## src/rtl/countdown_timer.sv

```systemverilog
// Programmable N-bit down-counting timer with one-shot/periodic modes and a sticky interrupt flag.
// Define PRESCALER_EN to add the presc_div input and a tick prescaler (tick every presc_div+1 clocks).
module countdown_timer #(
    parameter int N       = 32,
    parameter int PRESC_W = 8
) (
    input  logic               clk,
    input  logic               reset_n,
    input  logic               load,
    input  logic [N-1:0]       load_value,
    input  logic               start,
    input  logic               stop,
    input  logic               periodic,
    input  logic               irq_ack,
`ifdef PRESCALER_EN
    input  logic [PRESC_W-1:0] presc_div,
`endif
    output logic [N-1:0]       count,
    output logic               running,
    output logic               expired,
    output logic               irq_pending,
    output logic               overrun
);

    typedef enum logic {
        S_IDLE = 1'b0,
        S_RUN  = 1'b1
    } state_t;

    localparam logic [N-1:0] CNT_ONE = {{(N-1){1'b0}}, 1'b1};

    state_t       r_state;
    logic [N-1:0] r_count;
    logic [N-1:0] r_reload;
    logic         r_expired;
    logic         r_irq;
    logic         r_ovr;

    logic         w_in_run;
    logic         w_tick;
    logic         w_expire;
    logic         w_reload_ok;

    assign w_in_run = (r_state == S_RUN);

`ifdef PRESCALER_EN
    logic [PRESC_W-1:0] r_presc;

    assign w_tick = (r_presc == presc_div);

    // Held at zero outside RUN, so an accepted start always begins a full prescale period.
    always_ff @(posedge clk or negedge reset_n) begin
        if (!reset_n) begin
            r_presc <= '0;
        end else if (load || !w_in_run || w_tick) begin
            r_presc <= '0;
        end else begin
            r_presc <= r_presc + 1'b1;
        end
    end
`else
    assign w_tick = 1'b1;
`endif

    // Expiry only on a real decrement step: load and stop both pre-empt it.
    assign w_expire    = w_in_run && !load && !stop && w_tick && (r_count == CNT_ONE);
    assign w_reload_ok = periodic && (r_reload != '0);

    always_ff @(posedge clk or negedge reset_n) begin
        if (!reset_n) begin
            r_state   <= S_IDLE;
            r_count   <= '0;
            r_reload  <= '0;
            r_expired <= 1'b0;
        end else begin
            r_expired <= w_expire;
            if (load) begin
                r_reload <= load_value;
                r_count  <= load_value;
            end else if (stop) begin
                if (w_in_run) begin
                    r_state <= S_IDLE;
                end
            end else if (start && !w_in_run) begin
                if (r_count != '0) begin
                    r_state <= S_RUN;
                end
            end else if (w_in_run && w_tick) begin
                if (r_count > CNT_ONE) begin
                    r_count <= r_count - CNT_ONE;
                end else if (r_count == CNT_ONE) begin
                    if (w_reload_ok) begin
                        r_count <= r_reload;
                    end else begin
                        r_count <= '0;
                        r_state <= S_IDLE;
                    end
                end else begin
                    // A zero loaded while running has nothing left to count.
                    r_state <= S_IDLE;
                end
            end
        end
    end

    // irq_pending is a level request held until irq_ack; a new expiry beats a same-cycle ack,
    // and an expiry landing on an unacknowledged request is recorded as overrun.
    always_ff @(posedge clk or negedge reset_n) begin
        if (!reset_n) begin
            r_irq <= 1'b0;
            r_ovr <= 1'b0;
        end else begin
            r_irq <= w_expire | (r_irq & ~irq_ack);
            r_ovr <= (w_expire & r_irq & ~irq_ack) | (r_ovr & ~irq_ack);
        end
    end

    assign count       = r_count;
    assign running     = w_in_run;
    assign expired     = r_expired;
    assign irq_pending = r_irq;
    assign overrun     = r_ovr;

endmodule
```

## config.mk

```make
export PLATFORM = sky130hd
export DESIGN_NAME = countdown_timer
export DESIGN_NICKNAME = d
export VERILOG_FILES = /design/src/rtl/countdown_timer.sv
export SDC_FILE = /design/constraint.sdc
export NUM_CORES = 1
export LEC_CHECK = 0
export ABC_AREA = 1
export CAP_MARGIN = 20
export CORE_AREA = 2 2 111 113
export CTS_CLUSTER_DIAMETER = 80
export DETAILED_ROUTE_END_ITERATION = 10
export DIE_AREA = 0 0 113 115
export GPL_TIMING_DRIVEN = 1
export PLACE_DENSITY_LB_ADDON = 0.15
export SLEW_MARGIN = 25
export SYNTH_ARGS = -nofsm -noshare
export SYNTH_HDL_FRONTEND = slang
export SYNTH_SLANG_ARGS = --single-unit
```

## constraint.sdc

```tcl
create_clock -name clk -period 3.8 [get_ports clk]
set_input_delay 0.76 -clock clk [delete_from_list [all_inputs] [get_ports clk]]
set_output_delay 0.76 -clock clk [all_outputs]
set_load 0.02 [all_outputs]
```

* After elaboration in Yosys (flattened, before gate mapping)
Index checks and enable logic that the tools add are counted.
** Word-level totals
- Input port bits :: 39
- Register bits :: 68
- Logic and storage cells :: 48
- Output and inout port bits :: 36
** Cells by class
- Add/sub/neg operators :: 1
- Reduce and logical (&&, ||, !) cells :: 14
- Bitwise operators :: 8
- Multiplexer cells :: 14
- Equality and inequality tests :: 4
- Order comparisons :: 1
** Operator list (number)
- $mux W32 :: 7
- $reduce_bool A32 Y1 :: 2
- $eq A32 B1 Y1 const B :: 1
- $gt A32 B1 Y1 const B :: 1
- $sub A32 B1 Y32 const B :: 1
- $mux W1 :: 7
- $logic_and A1 B1 Y1 :: 5
- $and A1 B1 Y1 :: 4
- $ne A2 B2 Y1 const B :: 2
- $reduce_and A4 Y1 :: 1
- $logic_not A1 Y1 :: 3
- $ne A3 B2 Y1 const B :: 1
- $reduce_bool A3 Y1 :: 1
- $not A1 Y1 :: 2
- $or A1 B1 Y1 :: 2
- $reduce_and A2 Y1 :: 1
- $reduce_bool A2 Y1 :: 1

* Logic depth before layout (Yosys ltp)
- Depth after elaboration :: 9
- Gate-level depth with buffers :: 13
- Gate-level depth less buffers :: 12

* Worst setup path after synthesis
OpenSTA, ideal clock, no wires.
- Path type :: register -> register
- From :: reg r_count[0], in the netlist count[0]
- To :: reg r_count[0], in the netlist count[0]
- Arrival :: 1.772 ns
- Path slack :: 1.912 ns
- Cell stages (with the launch flop) :: 14
- Buffers on the path :: 1
- Data required time :: 3.683 ns
- Period minus slack after synthesis :: 1.888 ns
- Library setup time :: 0.117 ns
- Cell sequence :: dfrtp_1 -> inv_1 -> ha_1 -> nand2_2 -> nor2_4 -> nand2_4 -> nor2_1 -> nor2_1 -> buf_2 -> nand2_1 -> nand3_1 -> nand2_1 -> nand2_1 -> nand2_1
** On the way
- Word-level cells in the longest chain between the ends :: 6
- Elaborated cells between the ends (all ways) :: 10
- Those cells by class :: add/sub: 1; order compare: 1; eq/ne: 1; mux: 5; reduce/logical: 2
** Ends and longest elaborated chain
- start, declared :: line 33 : logic [N-1:0] r_count;
- start signal, assigned :: line 79 : r_count <= load_value;
- start signal, assigned :: line 90 : r_count <= r_count - CNT_ONE;
- start signal, assigned :: line 93 : r_count <= r_reload;
- $sub A32 B1 Y32 or $gt A32 B1 Y1 (tied branches) :: line 90, 89
- $mux W32 :: line 89 : if (r_count > CNT_ONE) begin
- $mux W32 :: line 88 : end else if (w_in_run && w_tick) begin
- $mux W32 :: line 84 : end else if (start && !w_in_run) begin
- $mux W32 :: line 80 : end else if (stop) begin
- $mux W32 :: line 77 : if (load) begin
Parallel ways exist; a longest one is shown, timed or not. The select of a mux whose other input is x is not followed.
A chain may end at the register's enable or synchronous reset.

* Worst setup path after layout
- From :: reg r_count[0], in the netlist count[0]
- To :: reg r_count[10], in the netlist count[10]
Same word-level chain as after synthesis.

==> flow_summary.ini <==
[cts]
cts_setup_buffers = 0
cts_root_buf = clkbuf_16
cts_buffers = 9
cts_tree = built
clock_latency_ps = 340
h-tree-depth = 3
cts.sinks = 68
cts_resized = 0
hold_buffers = 0
clock_path_buffers = 2
clk_pin_slew_ps = 60

[routing]
dr.pass1.iters = 9
num_vias = 4921
drt_first_iter_violations = 471
antenna_left = 0
drc = 5
routed_wl_um = 14910
viasPerCell = 5.094
wl_per_cell_um = 15.43

[critical_path]
critPathArrivalTime_ps = 2840
endpoint_kind = register
path_max_fanout = 12
worst_path_max_delay_cell = nor2_1
path_cells = inv_1, ha_1, nand2_2, nor2_4, nand2_4, nor2_1, nor2_1, buf_4, nand2_1, nand3_1, nand2_1, nand2_1, nand2_1
start_kind = register
cp_common_cell = nand2_1
worst-setup-path-type = reg -> reg
cp.required_ps = 4030
max_stage_delay_ps = 580

[global_routing]
antenna_found_initial = 0
grt-ovfl-total = 0
grt_pass1_wl_um = 24180
grtUsageTotal_pct = 23.83
grt_pass1_vias = 4592
grt_max_degree = 57

[floorplanning]
fp.dieW_um = 113
boundaryPins = 75
rows = 40
start_util_pct = 39.45
dieArea_mm2 = 0.01300
dieHeight_um = 115
core-area_mm2 = 0.01181

[yosys]
syn_avg_cell_area_um2 = 6.221
synth_area_leader_cell = dfrtp_1
yosysSeqAreaShare_pct = 36.52
yosysUniqueCellTypes = 30
synth_area_mm2 = 0.004659
yosysWarnings = 0
syn_inst = 749
synth_seq_cells = 68
synth_top_area_share_pct = 36.52
synth_area_leaders = dfrtp_1 (37%), nand2_1 (22%), nor2_1 (11%)
synth_fp_nets = 791

[power_and_ir_drop]
intPower_mw = 1.635
p_seq_share_pct = 38.2
power.density_mw_per_mm2 = 456.1
finalPower_mw = 2.623
irDropWorstVdd_v = 0.0002398
p_comb_share_pct = 32.8
pwr-share-clk_pct = 28.9
p_leak_nw = 2.944
switching_power_mw = 0.9885
switching_share_pct = 37.69

[cells_and_area]
final_cell_mix = nand2_1 (271), nor2_1 (140), inv_1 (76)
final_util_pct = 48.69
final_common_cell = nand2_1
n_fill_cell = 1235
finalNetCount = 856
final_layout_size_suffix_gt1_share_pct = 5.372
diodes = 0
area_growth_pct = 23.42

[job]
drv_cap = 0

[place]
preCtsSetupSlack_ps = 983.0
io_buffer_count = 74
gp_congestion = 0.9115
dpl.hpwl_um = 11260

[sta]
finalSetupViolCount = 0
report.final.slew_viol_count = 0
fmax_mhz = 383.5
rsz0062_at_grt = false
hold_violations = 0
relSlewSlack_pct = 40.07
fin_skew_ps = 7.514
max_slew.worst_pin.slew_ps = 895.6
min_period_over_period_pct = 68.61
period_minus_slack_ps = 2607
post-route-worst-setup-slack_ps = 1193
setup_tns_ps = 0

[min_path]
holdCritPathClass = in -> async

[status]
status = complete, but fails checks
violations = DRC
[metrics by stage]
step                      hold slack, ps  area (um^2)  std cells
after floorplan                    464.4         4659        749
after global placement             482.5         5487        950
after detailed placement           489.2         5487        950
after CTS                          447.5         5751        966
after global routing               488.0         5751        966
final                              434.5         5751        966
[final timing paths]
kind,end,cells past startpoint,from,slack (ps)
worst max-delay path,count[10],13,count[0],1190
worst min-delay path,expired,1,reset_n,430
worst max register to register,count[10],13,count[0],1190
worst min register to register,r_reload[17],2,r_reload[17],500
max in group asynchronous,count[22],2,reset_n,2580
min in group clk,r_reload[17],2,r_reload[17],500
[power by group through the flow]
stage	clock [mW]	sequential, mW	combinational [mW]
2_1_floorplan	0	1.04	0.436
3_3_place_gp	0	1.01	0.847
3_5_place_dp	0	1.01	0.849
4_1_cts	0.775	0.999	0.856
5_1_grt	0.800	1.02	0.951
6_report	0.759	1.00	0.861
[registers in the layout, summed over array words and instances, names as in the netlist]
register and flops:
r_reload 32, irq_pending 1, running 1, overrun 1
count 32, expired 1
[final cells by class]
type	count	area, um^2	area share (%)
clock buffers	14	254.0	4.417
flip-flops and latches	68	1702	29.59
well taps	147	183.9	3.198
clock inverters	2	10.01	0.1741
repair buffers	82	795.8	13.84
multi-input cells	574	2506	43.58
inverters	79	299.0	5.200
[critical path, delay by kind of cell (launching register included)]
| kind | cells | cell delay, ps |
|---|---|---|
| fa+ha+maj | 1 | 260 |
| buf+inv | 2 | 400 |
| flops | 1 | 460 |
| simple gates | 10 | 1360 |
[per-layer routing]
metal	vias to the layer above	GRT usage (%)	share of wire (%)	routed length (um)
li1	2445	-	-	-
met1	2251	36.29	50	7386
met2	205	32.42	41	6106
met3	20	5.430	7.8	1168
met4	0	9.350	1.7	246
met5	-	0	0	0
[Yosys cell counts]
library cell    n
a21oi_1        26
a21oi_4         1
buf_1           1
buf_2           5
buf_4           3
buf_6           4
clkbuf_1       15
dfrtp_1        68
ha_1            3
inv_1          76
inv_2           2
inv_4           1
nand2_1       271
nand2_2         7
nand2_4         1
nand3_1        74
nand3_2         1
nand3_4         1
nand4_1         4
nor2_1        140
nor2_2          6
nor2_4          1
nor2_8          1
nor3_1          1
nor4_2          1
o21ai_0        22
o21ai_1         1
o21bai_1        4
xnor2_1         4
xor2_1          4
[kinds of logic (layout without fill, tap and decap cells)]
group / Yosys count / after routing / share of synthesized area [%]
xor+xnor: 8 / 8 / 1.504
buf+inv: 107 / 177 / 9.694
compound gates: 54 / 54 / 6.257
flops: 68 / 68 / 36.52
simple gates: 509 / 509 / 45.22
fa+ha+maj: 3 / 3 / 0.8057
Power figures use the tool's default switching activity.
==> patch 1, RTL diff (same settings) <==
Build with the macro `PRESCALER_EN` defined.
--- a/src/rtl/countdown_timer.sv
+++ b/src/rtl/countdown_timer.sv
@@ -2,2 +2,4 @@
 // Define PRESCALER_EN to add the presc_div input and a tick prescaler (tick every presc_div+1 clocks).
+`define PRESCALER_EN
+
 module countdown_timer #(
Interface: changed (added presc_div); port bits go from 75 to 83. No check against the original RTL was run, so the function may have changed too.
==> patch 1 against the original RTL <==
- the run still ends with DRC left
- worst setup slack got worse by 0.078 ns
- routed wire length rose by 5.7%
- critical path type unchanged
- via count rose by 9.3%
- sequential share of layout area rose by 0.59 points
- power fell by 8.9%
- largest power group unchanged
- die area did not move
- synthesized area rose by 11%
- sequential cell count rose by 8
- final area rose by 9.6%
- highest routed layer unchanged
- critical endpoint is now count[16]
==> patch 1: results (changes against the original RTL) <==
| Metric | Value |
|---|---|
| CTS H-tree lvls | 3 (unchanged) |
| Via count | 5378 (was 4921) |
| Largest net degree at the start of global routing | 77 (was 57) |
| Post-synth ARST share | 100% (unchanged) |
| Synth cell types | 33 (was 30) |
| Vias in the first global route | 5242 (was 4592) |
| Post-CTS sizing | 0 (unchanged) |
| WL final | 15.8 mm (was 14.9 mm) |
| Layout Cells excl Fill | 1030 (was 966) |
| Setup TNS | 0 ns (unchanged) |
| M1 GR Usage | 34.8% (was 36.3%) |
| Outcome | finished, violations left (unchanged) |
| DRT iter0 DRCs | 444 (was 471) |
| Gpl congestion | 0.978 (was 0.912) |
| Top cells by count, synth | nand2_1, nor2_1, inv_1, nand3_1, dfrtp_1 (unchanged) |
| Switching part of the total | 33.4% (was 37.7%) |
| # port buffers | 82 (was 74) |
| Nets | 931 (was 856) |
| Mapped Cells | 810 (was 749) |
| Met2 global-route usage | 38.6% (was 32.4%) |
| Total GRT Usage | 25.1% (was 23.8%) |
| Crit path DAT | 2.96 ns (was 2.84 ns) |
| Top cells by area, synth | dfrtp_1, nand2_1, nor2_1 (unchanged) |
| Failing checks | DRC (unchanged) |
| Global routing met3 resource utilization | 5.69% (was 5.43%) |
| Share of cells above drive strength 1 | 4.76% (was 5.37%) |
| First-pass DRT Iterations | 11 (was 9) |
| Syn Nets | 861 (was 791) |
| DPL Wire Length | 11.2 mm (was 11.3 mm) |
| Max Clock Skew | 0.00911 ns (was 0.00751 ns) |
| Worst-case clock buffer depth | 2 (unchanged) |
| Peak VDD IR | 0.204 mV (was 0.240 mV) |
| Tightest Pin Transition | 0.892 ns (was 0.896 ns) |
| Final Hold Viols | 0 (unchanged) |
| First-pass GRT wire length | 25.7 mm (was 24.2 mm) |
| Detailed-route DRC error count | 4 (was 5) |
| Yosys warning count | 0 (unchanged) |
| Crit Path Max Fanout | 33 (was 12) |
| Placed cell count | 1016 (was 950) |
| Post-synthesis sequential area ratio | 36.9% (was 36.5%) |
| Leak | 3.14 nW (was 2.94 nW) |
==> patch 1: layout make-up <==
| type | count | area, um2 |
|---|---|---|
| fillers | 1202 | 5510 |
| multi-input cells | 617 | 2770 |
| flip-flops and latches | 76 | 1900 |
| repair buffers | 86 | 852 |
| inverters | 90 | 338 |
| clock buffers | 11 | 243 |
| well taps | 147 | 184 |
| clock inverters | 3 | 15.0 |
==> patch 1: final timing paths <==
kind                            startpoint    endpoint  slack (ns)  cells after the start
worst max-delay path              count[0]   count[16]        1.11                     11
min in group clk                   overrun     overrun        0.48                      2
max in group asynchronous          reset_n   count[30]        2.84                      1
worst max register to register    count[0]   count[16]        1.11                     11
worst min-delay path               reset_n  r_presc[2]        0.44                      1
worst min register to register     overrun     overrun        0.48                      2
==> patch 1: layer usage <==
metal | vias up | wire length [um]
li1 | 2642 | -
met1 | 2464 | 7290
met2 | 243 | 6780
met3 | 29 | 1340
met4 | 0 | 345
met5 | - | 0
==> patch 1: power by group through the flow <==
stage / combinational [W] / sequential (W) / clock (W)
floorplan: 0.000293 / 0.00104 / 0
global placement: 0.000577 / 0.00102 / 0
detailed placement: 0.000585 / 0.00102 / 0
CTS: 0.000588 / 0.00101 / 0.000803
global route: 0.000656 / 0.00102 / 0.000836
finish: 0.000589 / 0.00101 / 0.000788
==> patch 1: logic make-up (layout without fill, tap and decap cells) <==
logic type	after synthesis	in the layout	synth area share (%)
adders and majority gates	4	4	0.970
and+or+nand+nor	546	546	44.7
DFF	76	76	36.9
xor gates and xnor gates	11	11	1.87
AOI/OAI and AO/OA	56	56	6.16
buffers and inverters	117	190	9.46
==> patch 1: critical path, stage by stage (launching register included) <==
cell     delay [ns]
dfrtp_1        0.46
inv_1          0.12
ha_1           0.28
nand2_4        0.13
nor2_8         0.06
nand2_4        0.12
nor2_4         0.06
nor2_4         0.63
o21ai_0        0.39
nand2_1        0.15
nand2_1        0.07
a21oi_2        0.13
==> patch 1: metrics by stage <==
step | worst slack [ns] | total power (W) | cell area (um2)
2_1_floorplan | 1.89 | 0.00134 | 5160
3_3_place_gp | 0.848 | 0.00160 | 6040
3_5_place_dp | 0.788 | 0.00161 | 6040
4_1_cts | 1.14 | 0.00240 | 6300
5_1_grt | 0.883 | 0.00252 | 6300
6_report | 1.11 | 0.00239 | 6300
==> patch 2, RTL diff (same settings) <==
Made on the original files. Remove the register `r_expired`: a continuous assignment takes its place, so the output `expired` follows one clock earlier.
--- a/src/rtl/countdown_timer.sv
+++ b/src/rtl/countdown_timer.sv
@@ -73,5 +73,3 @@
             r_reload  <= '0;
-            r_expired <= 1'b0;
         end else begin
-            r_expired <= w_expire;
             if (load) begin
@@ -105,2 +103,4 @@
 
+    assign r_expired = w_expire;
+
     // irq_pending is a level request held until irq_ack; a new expiry beats a same-cycle ack,
Check against the original RTL: not equivalent (Yosys sat finds a counterexample within 4 cycles, from zero or initial values and one cycle with reset_n low).
==> patch 2 against the original RTL <==
- the flow still finishes with violations (DRC)
- synthesized cell count down 0.13%
- die area unchanged
- final area rose by 0.15%
- worst setup slack worse by 0.85 ns
- power up 0.43%
- critical path depth shrank 5
- sequential cell count shrank 1
- routed wire length is 1.1% lower
- synthesized area fell by 0.54%
- non-clock buffer count grew 1
- combinational power decreased by 2%
==> patch 2: results (changes against the original RTL) <==
| Metric | Value |
|---|---|
| Outcome | finished, violations left (unchanged) |
| Failing checks | DRC (unchanged) |
| Post-CTS Setup Inserts | 0 (unchanged) |
| Vias in the first global route | 4625 (was 4592) |
| Leak | 2.94 nW (about the same) |
| Rel. slew slack | 38.9% (was 40.1%) |
| Post-synthesis sequential area ratio | 36.2% (was 36.5%) |
| First-pass GRT wire length | 24.0 mm (was 24.2 mm) |
| Top cells by area, synth | dfrtp_1, nand2_1, nor2_1 (unchanged) |
| XOR/XNOR Fraction of Synth Area | 1.51% (was 1.50%) |
| # port buffers | 74 (unchanged) |
| Nets | 856 (unchanged) |
| Detailed-route DRC error count | 4 (was 5) |
| Routed vias/inst | 5.07 (was 5.09) |
| Peak VDD IR | 0.254 mV (was 0.240 mV) |
| Post-CTS sizing | 0 (unchanged) |
| Crit Path Max Fanout | 5 (was 12) |
| WL met3 | 1.20 mm (was 1.17 mm) |
| WL met2 | 6.10 mm (was 6.11 mm) |
| HP Class | reg -> reg (was in -> async) |
| Global routing met3 resource utilization | 5.06% (was 5.43%) |
| Syn Nets | 790 (was 791) |
| Top cells by count, synth | nand2_1, nor2_1, inv_1, nand3_1, dfrtp_1 (unchanged) |
| Drt wl/cell | 15.3 um (was 15.4 um) |
| Met2 global-route usage | 34.1% (was 32.4%) |
| Post-synth EDFFs | 0 (unchanged) |
| Crit path DAT | 2.70 ns (was 2.84 ns) |
| Worst-case clock buffer depth | 2 (unchanged) |
| M1 WL | 7.21 mm (was 7.39 mm) |
| Synth Area in Compound Gates | 6.29% (was 6.26%) |
| M1 GR Usage | 35.3% (was 36.3%) |
| Max Clock Skew | 0.00492 ns (was 0.00751 ns) |
| Adder-cell share of the synthesized area | 0.810% (was 0.806%) |
| Share of cells above drive strength 1 | 5.86% (was 5.37%) |
| Total GRT Usage | 23.6% (was 23.8%) |
| DPL Wire Length | 10.9 mm (was 11.3 mm) |
| Gpl congestion | 0.986 (was 0.912) |
| Largest net degree at the start of global routing | 68 (was 57) |
| DRT iter0 DRCs | 414 (was 471) |
-- patch 2: final cells by class --
type	instances	area, um2
clock inverters	4	25.0
clock buffers	12	256
flip-flops and latches	67	1680
multi-input cells	574	2510
inverters	79	299
well taps	147	184
fillers	1244	6050
repair buffers	83	803
-- patch 2: cells by family after synthesis --
family / after synthesis
compound gates: 54
xor+xnor: 8
fa+ha+maj: 3
buf+inv: 107
flops: 67
simple gates: 509
-- patch 2: worst max-delay path: stages (launching register included) --
cell and delay (ns):
dfrtp_1 0.46, nor2_1 0.18, nand2_1 0.13, nor2_2 0.21
nand2_2 0.16, inv_2 0.09, nand2_2 0.11, nor4_4 0.32
clkdlybuf4s50_1 0.69
-- patch 2: path summary, 6_finish.rpt --
path                            slack, ns        start     endpoint  depth (start not counted)
worst max-delay path                 0.34    count[16]      expired                          8
worst min-delay path                 0.50  r_reload[5]  r_reload[5]                          2
worst max register to register       1.26     count[0]    count[25]                         10
worst min register to register       0.50  r_reload[5]  r_reload[5]                          2
max in group asynchronous            2.56      reset_n  r_reload[8]                          2
min in group asynchronous            0.61      reset_n      overrun                          2
-- patch 2: where the power goes --
group          internal (W)  switching (W)  total, W  leakage, nW
combinational      0.000347       0.000501  0.000848         2.01
sequential         0.000818       0.000163  0.000981        0.800
clock              0.000475       0.000330  0.000805        0.135
-- patch 2: stage by stage --
step / total power (W) / utilization (%) / instance area (um2) / instances / setup slack (ns)
2_1_floorplan: 0.00147 / - / 4630 / 748 / 1.44
3_3_place_gp: 0.00182 / 46.3 / 5470 / 950 / 0.430
3_5_place_dp: 0.00183 / 46.3 / 5470 / 950 / 0.458
4_1_cts: 0.00263 / 48.7 / 5750 / 966 / 0.218
5_1_grt: 0.00279 / 48.8 / 5760 / 966 / 0.151
6_report: 0.00263 / 48.8 / 5760 / 966 / 0.342
